File: config.mk
export PLATFORM = sky130hd
export DESIGN_NAME = ddbb32_enum_flat
export DESIGN_NICKNAME = d
export VERILOG_FILES = /design/src/rtl/ddbb32_enum_if.sv /design/src/rtl/ddbb32_enum.sv /design/src/flat_wrapper.sv
export SDC_FILE = /design/constraint.sdc
export NUM_CORES = 1
export LEC_CHECK = 0
export ABC_CLOCK_PERIOD_IN_PS = 5200
export CAP_MARGIN = 0
export CORE_MARGIN = 1.5
export CORE_UTILIZATION = 35
export DETAILED_ROUTE_END_ITERATION = 16
export PLACE_DENSITY_LB_ADDON = 0.3
export SLEW_MARGIN = 20
export SYNTH_ARGS = -nofsm -noshare
export SYNTH_HDL_FRONTEND = slang
export SYNTH_SLANG_ARGS = --single-unit
File: constraint.sdc
create_clock -name clk_i -period 5.2 [get_ports clk_i]
set_input_delay 1.3 -clock clk_i [delete_from_list [all_inputs] [get_ports clk_i]]
set_output_delay 1.3 -clock clk_i [all_outputs]
set_load 0.03 [all_outputs]
File: src/rtl/ddbb32_enum_if.sv
// Configuration-space access bus: one outstanding request, held until ack_i (master = enumerator).
interface ddbb32_enum_if;
  logic        cs_config_o;
  logic        we_o;
  logic [3:0]  sel_o;
  logic [31:0] adr_o;
  logic [31:0] dat_o;
  logic [31:0] dat_i;
  logic        ack_i;

  modport master (
    output cs_config_o, we_o, sel_o, adr_o, dat_o,
    input  dat_i, ack_i
  );

  modport slave (
    input  cs_config_o, we_o, sel_o, adr_o, dat_o,
    output dat_i, ack_i
  );
endinterface

File: src/rtl/ddbb32_enum.sv
// Bus enumerator: scans slots, sizes BAR0..2, assigns aligned windows and enables devices; waits on ack_i per access.
// Build with DDBB32_ENUM_TIMEOUT_EN to end unacknowledged accesses after TIMEOUT cycles.
module ddbb32_enum #(
  parameter logic [3:0]  CFG_SPACE = 4'hD,
  parameter logic [7:0]  CFG_BUS   = 8'd0,
  parameter logic [5:0]  MAX_DEV   = 6'd32,
  parameter logic [31:0] MEM_BASE  = 32'h4000_0000,
  parameter logic [31:0] MEM_LIMIT = 32'h7FFF_FFFF,
  parameter logic [5:0]  CMD_REG   = 6'd1,
  parameter logic [7:0]  TIMEOUT   = 8'd255
) (
  input  logic          clk_i,
  input  logic          rst_i,
  input  logic          start_i,
  output logic          busy_o,
  output logic          done_o,
  output logic          err_o,
  output logic [5:0]    dev_count_o,
  output logic [31:0]   next_adr_o,
  ddbb32_enum_if.master cfg
);

  typedef enum logic [2:0] {
    IDLE, RD_ID, SZ_WR, SZ_RD, AS_WR, CMD_WR, NEXT, DONE
  } state_t;

  state_t      state_q, state_n;
  logic [5:0]  slot_q, slot_n;
  logic [1:0]  bar_q, bar_n;
  logic [32:0] ptr_q, ptr_n;
  logic [32:0] size_q, size_n;
  logic [5:0]  cnt_q, cnt_n;
  logic        err_q, err_n;
  logic        busy_q, busy_n;
  logic        done_q, done_n;
  logic        cs_q, cs_n;
  logic        we_q, we_n;
  logic [3:0]  sel_q, sel_n;
  logic [31:0] adr_q, adr_n;
  logic [31:0] dat_q, dat_n;

  logic        issue;
  logic        issue_we;
  logic [5:0]  issue_reg;
  logic [31:0] issue_dat;

  logic        tmo_hit;
  logic        acc_done;
  logic [31:0] rdat;
  logic [31:0] sz_mask;
  logic [5:0]  bar_reg;
  logic [32:0] size_m1;
  logic [32:0] base;
  logic [33:0] last;
  logic        ovf;

`ifdef DDBB32_ENUM_TIMEOUT_EN
  logic [7:0] tmo_q;

  // An ack arriving on the final cycle still wins over the watchdog.
  assign tmo_hit = cs_q && !cfg.ack_i && (tmo_q >= (TIMEOUT - 8'd1));

  always_ff @(posedge clk_i or posedge rst_i) begin
    if (rst_i) begin
      tmo_q <= 8'd0;
    end else if (!cs_q || cfg.ack_i || tmo_hit) begin
      tmo_q <= 8'd0;
    end else begin
      tmo_q <= tmo_q + 8'd1;
    end
  end
`else
  assign tmo_hit = 1'b0;

  // TIMEOUT only shapes the watchdog; without it an access waits for ack_i forever.
  if (TIMEOUT == 8'd0) begin : g_no_watchdog
  end
`endif

  assign acc_done = cs_q && (cfg.ack_i || tmo_hit);
  assign rdat     = tmo_hit ? 32'hFFFF_FFFF : cfg.dat_i;
  assign sz_mask  = rdat & 32'hFFFF_FFF0;
  assign bar_reg  = 6'd4 + {4'd0, bar_q};

  // Natural alignment of the window; 'last' is one bit wider so the limit compare cannot wrap.
  assign size_m1  = size_q - 33'd1;
  assign base     = (ptr_q + size_m1) & ~size_m1;
  assign last     = {1'b0, base} + {1'b0, size_m1};
  assign ovf      = last > {2'b00, MEM_LIMIT};

  always_comb begin
    state_n   = state_q;
    slot_n    = slot_q;
    bar_n     = bar_q;
    ptr_n     = ptr_q;
    size_n    = size_q;
    cnt_n     = cnt_q;
    err_n     = err_q;
    cs_n      = cs_q;
    we_n      = we_q;
    sel_n     = sel_q;
    adr_n     = adr_q;
    dat_n     = dat_q;
    issue     = 1'b0;
    issue_we  = 1'b0;
    issue_reg = 6'd0;
    issue_dat = 32'd0;

    // Dropping cs on completion gives the mandatory idle cycle before the next state issues.
    if (acc_done) begin
      cs_n  = 1'b0;
      we_n  = 1'b0;
      sel_n = 4'h0;
    end

    unique case (state_q)
      IDLE: begin
        if (start_i) begin
          state_n = RD_ID;
          slot_n  = 6'd0;
          ptr_n   = {1'b0, MEM_BASE};
          cnt_n   = 6'd0;
          err_n   = 1'b0;
        end
      end

      RD_ID: begin
        if (!cs_q) begin
          issue     = 1'b1;
          issue_reg = 6'd0;
        end else if (acc_done) begin
          if (rdat[15:0] == 16'hFFFF) begin
            state_n = NEXT;
          end else begin
            cnt_n   = cnt_q + 6'd1;
            bar_n   = 2'd0;
            state_n = SZ_WR;
          end
        end
      end

      SZ_WR: begin
        if (!cs_q) begin
          issue     = 1'b1;
          issue_we  = 1'b1;
          issue_reg = bar_reg;
          issue_dat = 32'hFFFF_FFFF;
        end else if (acc_done) begin
          state_n = SZ_RD;
        end
      end

      SZ_RD: begin
        if (!cs_q) begin
          issue     = 1'b1;
          issue_reg = bar_reg;
        end else if (acc_done) begin
          if (sz_mask == 32'd0) begin
            if (bar_q == 2'd2) begin
              state_n = CMD_WR;
            end else begin
              bar_n   = bar_q + 2'd1;
              state_n = SZ_WR;
            end
          end else begin
            size_n  = {1'b0, (~sz_mask) + 32'd1};
            state_n = AS_WR;
          end
        end
      end

      AS_WR: begin
        if (!cs_q) begin
          issue     = 1'b1;
          issue_we  = 1'b1;
          issue_reg = bar_reg;
          issue_dat = ovf ? 32'd0 : base[31:0];
        end else if (acc_done) begin
          if (ovf) begin
            err_n = 1'b1;
          end else begin
            ptr_n = base + size_q;
          end
          if (bar_q == 2'd2) begin
            state_n = CMD_WR;
          end else begin
            bar_n   = bar_q + 2'd1;
            state_n = SZ_WR;
          end
        end
      end

      CMD_WR: begin
        if (!cs_q) begin
          issue     = 1'b1;
          issue_we  = 1'b1;
          issue_reg = CMD_REG;
          issue_dat = 32'h0000_0006;
        end else if (acc_done) begin
          state_n = NEXT;
        end
      end

      NEXT: begin
        if (slot_q == (MAX_DEV - 6'd1)) begin
          state_n = DONE;
        end else begin
          slot_n  = slot_q + 6'd1;
          state_n = RD_ID;
        end
      end

      DONE: begin
        state_n = IDLE;
      end

      default: begin
        state_n = IDLE;
      end
    endcase

    if (issue) begin
      cs_n  = 1'b1;
      we_n  = issue_we;
      sel_n = 4'hF;
      adr_n = {CFG_SPACE, CFG_BUS, slot_q[4:0], 7'd0, issue_reg, 2'b00};
      dat_n = issue_dat;
    end

    busy_n = (state_n != IDLE) && (state_n != DONE);
    done_n = (state_n == DONE);
  end

  always_ff @(posedge clk_i or posedge rst_i) begin
    if (rst_i) begin
      state_q <= IDLE;
      slot_q  <= 6'd0;
      bar_q   <= 2'd0;
      ptr_q   <= 33'd0;
      size_q  <= 33'd0;
      cnt_q   <= 6'd0;
      err_q   <= 1'b0;
      busy_q  <= 1'b0;
      done_q  <= 1'b0;
      cs_q    <= 1'b0;
      we_q    <= 1'b0;
      sel_q   <= 4'h0;
      adr_q   <= 32'd0;
      dat_q   <= 32'd0;
    end else begin
      state_q <= state_n;
      slot_q  <= slot_n;
      bar_q   <= bar_n;
      ptr_q   <= ptr_n;
      size_q  <= size_n;
      cnt_q   <= cnt_n;
      err_q   <= err_n;
      busy_q  <= busy_n;
      done_q  <= done_n;
      cs_q    <= cs_n;
      we_q    <= we_n;
      sel_q   <= sel_n;
      adr_q   <= adr_n;
      dat_q   <= dat_n;
    end
  end

  assign busy_o          = busy_q;
  assign done_o          = done_q;
  assign err_o           = err_q;
  assign dev_count_o     = cnt_q;
  assign next_adr_o      = ptr_q[31:0];
  assign cfg.cs_config_o = cs_q;
  assign cfg.we_o        = we_q;
  assign cfg.sel_o       = sel_q;
  assign cfg.adr_o       = adr_q;
  assign cfg.dat_o       = dat_q;

endmodule

File: src/flat_wrapper.sv
// flat-port wrapper written by rule: the top's interface ports become plain ports
module ddbb32_enum_flat 
#(
  parameter logic [3:0]  CFG_SPACE = 4'hD,
  parameter logic [7:0]  CFG_BUS   = 8'd0,
  parameter logic [5:0]  MAX_DEV   = 6'd32,
  parameter logic [31:0] MEM_BASE  = 32'h4000_0000,
  parameter logic [31:0] MEM_LIMIT = 32'h7FFF_FFFF,
  parameter logic [5:0]  CMD_REG   = 6'd1,
  parameter logic [7:0]  TIMEOUT   = 8'd255
)
  (clk_i, rst_i, start_i, busy_o, done_o, err_o, dev_count_o, next_adr_o, cfg_cs_config_o, cfg_we_o, cfg_sel_o, cfg_adr_o, cfg_dat_o, cfg_dat_i, cfg_ack_i);
  ddbb32_enum_if cfg_i ();
  input  logic clk_i;
  input  logic rst_i;
  input  logic start_i;
  output logic busy_o;
  output logic done_o;
  output logic err_o;
  output logic [5:0] dev_count_o;
  output logic [31:0] next_adr_o;
  output wire logic [$bits(cfg_i.cs_config_o)-1:0] cfg_cs_config_o;
  output wire logic [$bits(cfg_i.we_o)-1:0] cfg_we_o;
  output wire logic [$bits(cfg_i.sel_o)-1:0] cfg_sel_o;
  output wire logic [$bits(cfg_i.adr_o)-1:0] cfg_adr_o;
  output wire logic [$bits(cfg_i.dat_o)-1:0] cfg_dat_o;
  input wire logic [$bits(cfg_i.dat_i)-1:0] cfg_dat_i;
  input wire logic [$bits(cfg_i.ack_i)-1:0] cfg_ack_i;
  assign cfg_cs_config_o = cfg_i.cs_config_o;
  assign cfg_we_o = cfg_i.we_o;
  assign cfg_sel_o = cfg_i.sel_o;
  assign cfg_adr_o = cfg_i.adr_o;
  assign cfg_dat_o = cfg_i.dat_o;
  assign cfg_i.dat_i = cfg_dat_i;
  assign cfg_i.ack_i = cfg_ack_i;
  ddbb32_enum #(.CFG_SPACE(CFG_SPACE), .CFG_BUS(CFG_BUS), .MAX_DEV(MAX_DEV), .MEM_BASE(MEM_BASE), .MEM_LIMIT(MEM_LIMIT), .CMD_REG(CMD_REG), .TIMEOUT(TIMEOUT)) u_core (.clk_i(clk_i), .rst_i(rst_i), .start_i(start_i), .busy_o(busy_o), .done_o(done_o), .err_o(err_o), .dev_count_o(dev_count_o), .next_adr_o(next_adr_o), .cfg(cfg_i));
endmodule
### Yosys cells after proc, flatten, opt, wreduce, memory -nomap -nowiden

Cells that the tools add are included.

* add/sub/neg operators: 9
* $lt $le $gt $ge: 1
* eq/ne operators: 24
* multiplexer cells: 59
* bitwise logic cells: 4
* reduce and logical (&&, ||, !) cells: 19

Operators with widths (count)
* $mux 33: 4
* $mux 32: 3
* $pmux 32 s3: 1
* $pmux 33 s2: 1
* $mux 3: 16
* $mux 6: 6
* $pmux 6 s2: 3
* $add 33x33->34: 1
* $gt 34x31->1 const B: 1
* $add 33x32->33: 1
* $add 33x33->33: 1
* $and 33x33->33: 1
* $not 33->33: 1
* $sub 32x1->33 const B: 1
* $add 32x1->32 const B: 1
* $logic_not 32->1: 1
* $not 32->32: 1
* $pmux 3 s8: 1
* $mux 2: 9
* $eq 16x16->1 const B: 1
* $ne 2x1->1 const B: 8
* $eq 3x3->1 const B: 5
* $reduce_and 5->1: 3
* $add 6x1->6 const B: 2
* other kinds (22): 43

* bits in registers: 135
* bits of input ports: 36
* output and inout port bits: 111
* logic and storage cells: 130

### Logic depth before layout (Yosys ltp)

* word-level depth: 9
* mapped depth: 26
* depth with buffers taken out: 24

### Worst setup path before layout

Ideal clock, no wire load.

* path type: register to register
* from: register u_core.size_q[5]
* to: register u_core.ptr_q[29]
* setup time: 0.069 ns
* arrival: 5.559 ns
* data required time: 5.131 ns
* slack: -0.428 ns
* cell stages (with the launch flop): 23
* path buffers: 2
* clock period less this slack: 5.628 ns
* path through: dfrtp_1 inv_1 ha_1 clkbuf_2 nor3b_2 nand4_1 or3_1 xnor2_1 ha_1 clkbuf_1 nand2_1 o21ai_0 mux2_2 a211oi_1 nand2_1 o2111a_1 o32ai_1 nand3_1 a41oi_1 and3_1 nor3_1 or4b_1 nand3_1

* cells in the longest elaborated chain, start to end: 8
* elaborated cells on any way between the ends: 13
* those cells by class: 4 x add/sub; 1 x order compare; 1 x eq/ne; 4 x mux; 2 x bitwise; 1 x reduce/logical

Ends and longest elaborated chain
* start, declared: line ddbb32_enum.sv:31 `logic [32:0] size_q, size_n;`
* start signal, assigned: line ddbb32_enum.sv:255 `size_q <= size_n;`
* branches (longest 8 deep; another with $add 33x33->34)
* end signal, assigned: line ddbb32_enum.sv:254 `ptr_q <= ptr_n;`
* end, declared: line ddbb32_enum.sv:30 `logic [32:0] ptr_q, ptr_n;`

Several ways; the timed one is not identified. The select of a mux whose other input is x is not followed.
A chain may end at the register's enable or synchronous reset.

### Worst setup path after layout

Same ends and word-level chain as after synthesis.

==> impl_metrics.json <==
{
  "post_cts_clock_slew_at_the_launch_and_capture_registers_of_the_worst_setup_and_hold_paths_ps": 60,
  "yosysMostFrequentCell": "sky130_fd_sc_hd__nand2_1",
  "leakage_nw": 6.09,
  "firstDrtPassIters": 5,
  "r2r_slack_ps": 60,
  "drt-vias-per-instance": 5.57,
  "synth-edff-count": 0,
  "cts_htree_levels": 4,
  "placeable_core_area_sq_um": 29000,
  "worst-slew-pin-transition_ps": 956,
  "powerDensity_nw_per_um2": 705,
  "clockBufferDepth": 2,
  "maxSlewHeadroom_pct": 36.3,
  "ys_seq_elements": 118,
  "grt_pass1_wl_mm": 54.6,
  "insertedDiodeCount": 0,
  "netlist_top_cells_count": "sky130_fd_sc_hd__nand2_1 (123), sky130_fd_sc_hd__dfrtp_1 (118), sky130_fd_sc_hd__nor2_1 (107)",
  "finalCritPeriodShare_pct": 98.9,
  "timing.critical_path.from_type": "flop",
  "area_growth_pct": 35.9,
  "grt_setup_unrepaired": "true",
  "synth-async-reset-ratio_pct": 100,
  "finalSetupViolCount": 0,
  "tritoncts": "built",
  "die_area_sq_um": 30800,
  "timing.final.crit_period_ps": 5140,
  "cts_made_buffers": 17,
  "clk-insertion-delay-late_ps": 440,
  "fin_hold_ws_ps": 486,
  "timing_worst_setup_path_type": "reg2reg",
  "cp.arrival_ps": 5510,
  "status": "completed",
  "floorplan.die.width_um": 176,
  "layout_cells_sized_above_1_pct": 23.4,
  "ys_types": 87,
  "gp_weighted_congestion": 0.980,
  "row_count": 62,
  "finalWorstSetupSlack_ps": 58.6,
  "die_height_um": 176,
  "setup_tns_ps": 0,
  "worst_hold_startpoint": "u_core.cfg.dat_o[31]$_DFFE_PP0P_",
  "kind_of_end_point_of_the_critical_path": "flop",
  "mappedNetlistArea_sq_um": 10400,
  "finalCoreUtilization_pct": 48.8,
  "dp.final_hpwl_mm": 26.9,
  "synth_flop_cell": "sky130_fd_sc_hd__dfrtp_1",
  "critical_path.reg2reg.endpoint": "u_core.ptr_q[29]$_DFFE_PP0P_",
  "route.detailed.drc": 0,
  "grt_util_all_layers_pct": 22.5,
  "yosys-top-cells-area": "sky130_fd_sc_hd__dfrtp_1 (28%), sky130_fd_sc_hd__a21oi_1 (4.8%), sky130_fd_sc_hd__buf_4 (4.5%)",
  "post-synth-top-area-fraction_pct": 28.3,
  "yosysWarningCount": 0,
  "final_nets": 1606,
  "hold_depth": 2,
  "max-vdd-ir-drop_uv": 352,
  "holdCritPathClass": "reg2reg",
  "fin_skew_ps": 9.07,
  "r2r.worst_path.cells": 22,
  "grt_max_degree": 62,
  "pre_cts_slack_ps": -127,
  "final_max_tran_viols": 0,
  "cap_violations": 0,
  "r2r_start": "u_core.size_q[5]$_DFFE_PP0P_",
  "detailedRoute.firstIterationViolations": 733,
  "clock.fmax_mhz": 195,
  "clk_root_buffer_cell": "sky130_fd_sc_hd__clkbuf_16",
  "port_buffers": 121,
  "antenna_found_initial": 0,
  "route.antenna.remaining_nets": 0,
  "start_util_pct": 35.9,
  "drt_wl_total_mm": 35.2,
  "worst_ep_required_time_ps": 5570,
  "report.power.total_mw": 9.98,
  "crit_path_max_fanout": 5,
  "cts_sinks": 118,
  "instance_count_of_the_mapped_netlist": 1305,
  "cts_hold_buf": 0,
  "grt_pass1_vias": 10200,
  "synth_seq_area_share_pct": 28.3,
  "synth_top_area_cell": "sky130_fd_sc_hd__dfrtp_1",
  "total_congestion_overflow_after_global_routing": 0,
  "timing_hold_violations_final": 0,
  "num_io_pins": 147,
  "wl_per_cell_um": 18.3,
  "holdPathEnd": "u_core.cfg.dat_o[31]$_DFFE_PP0P_",
  "route.vias.total": 10700,
  "avgSynthCellArea_sq_um": 7.98
}
-- layout make-up --
type	count	area, sq um
Clock buffer	17	425
Tap cell	384	480
Sequential cell	118	2950
Inverter	40	153
Multi-Input combinational cell	1045	7300
Timing Repair Buffer	310	2690
Fill cell	2804	14900
Clock inverter	15	159
-- per-layer routing --
layer | up-vias | wire, um | GRT usage, %
met5 | - | 0 | 0
met4 | 0 | 718 | 6.41
met3 | 45 | 2700 | 5.61
met2 | 403 | 15900 | 35.5
met1 | 5149 | 15900 | 30.6
li1 | 5151 | - | -
-- cell usage in the layout (no fill, tap or decap), types with 11 or more instances in the layout --
| master | synthesis | routed |
|---|---|---|
| sky130_fd_sc_hd__mux2_2 | 14 | 14 |
| sky130_fd_sc_hd__inv_1 | 38 | 36 |
| sky130_fd_sc_hd__clkdlybuf4s50_1 | 0 | 121 |
| sky130_fd_sc_hd__nand2_1 | 123 | 122 |
| sky130_fd_sc_hd__o211ai_1 | 11 | 11 |
| sky130_fd_sc_hd__nand4_1 | 26 | 26 |
| sky130_fd_sc_hd__nand3_1 | 42 | 39 |
| sky130_fd_sc_hd__o31ai_1 | 30 | 29 |
| sky130_fd_sc_hd__mux2i_1 | 12 | 11 |
| sky130_fd_sc_hd__nor3_2 | 0 | 11 |
| sky130_fd_sc_hd__and2_1 | 13 | 13 |
| sky130_fd_sc_hd__clkbuf_16 | 0 | 17 |
| sky130_fd_sc_hd__a211o_1 | 11 | 11 |
| sky130_fd_sc_hd__a21oi_1 | 99 | 90 |
| sky130_fd_sc_hd__nor2b_1 | 12 | 11 |
| sky130_fd_sc_hd__o21ai_0 | 72 | 63 |
| sky130_fd_sc_hd__a22o_1 | 20 | 20 |
| sky130_fd_sc_hd__nand2b_1 | 19 | 19 |
| sky130_fd_sc_hd__buf_4 | 62 | 183 |
| sky130_fd_sc_hd__nor2_1 | 107 | 102 |
| sky130_fd_sc_hd__a21o_1 | 12 | 12 |
| sky130_fd_sc_hd__ha_1 | 36 | 28 |
| sky130_fd_sc_hd__or3_1 | 25 | 19 |
| sky130_fd_sc_hd__xnor2_1 | 47 | 38 |
| sky130_fd_sc_hd__conb_1 | 1 | 25 |
| sky130_fd_sc_hd__xor2_1 | 42 | 40 |
| sky130_fd_sc_hd__dfrtp_1 | 118 | 117 |
| sky130_fd_sc_hd__nor3_1 | 62 | 50 |
-- power breakdown --
group	leakage, nW	switching [mW]	internal [mW]	total, mW
combinational	4.25	4.01	3.07	7.08
clock	0.279	0.527	0.678	1.21
sequential	1.56	0.443	1.25	1.69
total	6.09	4.99	4.99	9.98
-- worst max-delay path by stage --
| stage | startpoint | to | cells after the start |
|---|---|---|---|
| floorplan | u_core.size_q[5]$_DFFE_PP0P_ | u_core.ptr_q[28]$_DFFE_PP0P_ | 22 |
| global placement | u_core.size_q[5]$_DFFE_PP0P_ | u_core.ptr_q[29]$_DFFE_PP0P_ | 21 |
| detailed placement | u_core.size_q[5]$_DFFE_PP0P_ | u_core.ptr_q[29]$_DFFE_PP0P_ | 21 |
| CTS | u_core.size_q[4]$_DFFE_PP0P_ | u_core.ptr_q[29]$_DFFE_PP0P_ | 19 |
| global route | u_core.size_q[5]$_DFFE_PP0P_ | u_core.ptr_q[29]$_DFFE_PP0P_ | 20 |
| finish | u_core.size_q[5]$_DFFE_PP0P_ | u_core.ptr_q[29]$_DFFE_PP0P_ | 22 |
-- metrics by stage --
stage	instance area, sq um	std cells
after floorplan	10500	1329
after global placement	12900	1881
after detailed placement	12900	1881
after CTS	13500	1913
after global routing	14200	1929
final	14200	1929
-- logic make-up after synthesis --
group | share of synthesized area, %
simple gates | 24.1
mux | 2.67
other cells | 0.0360
compound gates | 23.8
fa+ha+maj | 4.71
flops | 28.3
buf+inv | 8.60
xor+xnor | 7.79
-- registers in the layout, summed over array words and instances (netlist names) --
signal and count:
u_core.bar_q 2, u_core.busy_o 1, u_core.cfg.adr_o 9, u_core.cfg.dat_o 30, u_core.cfg.sel_o 1, u_core.cfg.we_o 1, u_core.dev_count_o 6, u_core.done_o 1
u_core.err_o 1, u_core.ptr_q 29, u_core.size_q 28, u_core.slot_q 6, u_core.state_q 3
-- timing repair --
action,4_1_cts,5_1_grt
pin swaps,0,29
setup buffers,0,16
setup endpoints to repair,20,56
resized for setup,19,105
-- critical path: stages, from the launching register on --
cell,delay [ps]
sky130_fd_sc_hd__dfrtp_2,440
sky130_fd_sc_hd__inv_2,70
sky130_fd_sc_hd__ha_2,170
sky130_fd_sc_hd__nor3b_4,260
sky130_fd_sc_hd__nand4_1,140
sky130_fd_sc_hd__or3_4,410
sky130_fd_sc_hd__xnor2_4,170
sky130_fd_sc_hd__ha_4,300
sky130_fd_sc_hd__nand2_1,130
sky130_fd_sc_hd__o21ai_2,210
sky130_fd_sc_hd__mux2_2,380
sky130_fd_sc_hd__a211oi_2,240
sky130_fd_sc_hd__buf_4,180
sky130_fd_sc_hd__nand2_1,70
sky130_fd_sc_hd__o2111a_1,260
sky130_fd_sc_hd__o32ai_2,300
sky130_fd_sc_hd__nand3_1,150
sky130_fd_sc_hd__a41oi_2,240
sky130_fd_sc_hd__and3_4,230
sky130_fd_sc_hd__nor3_2,40
sky130_fd_sc_hd__buf_4,140
sky130_fd_sc_hd__or4b_1,470
sky130_fd_sc_hd__nand3_1,90
No activity file was read; power rests on OpenSTA's default activity.
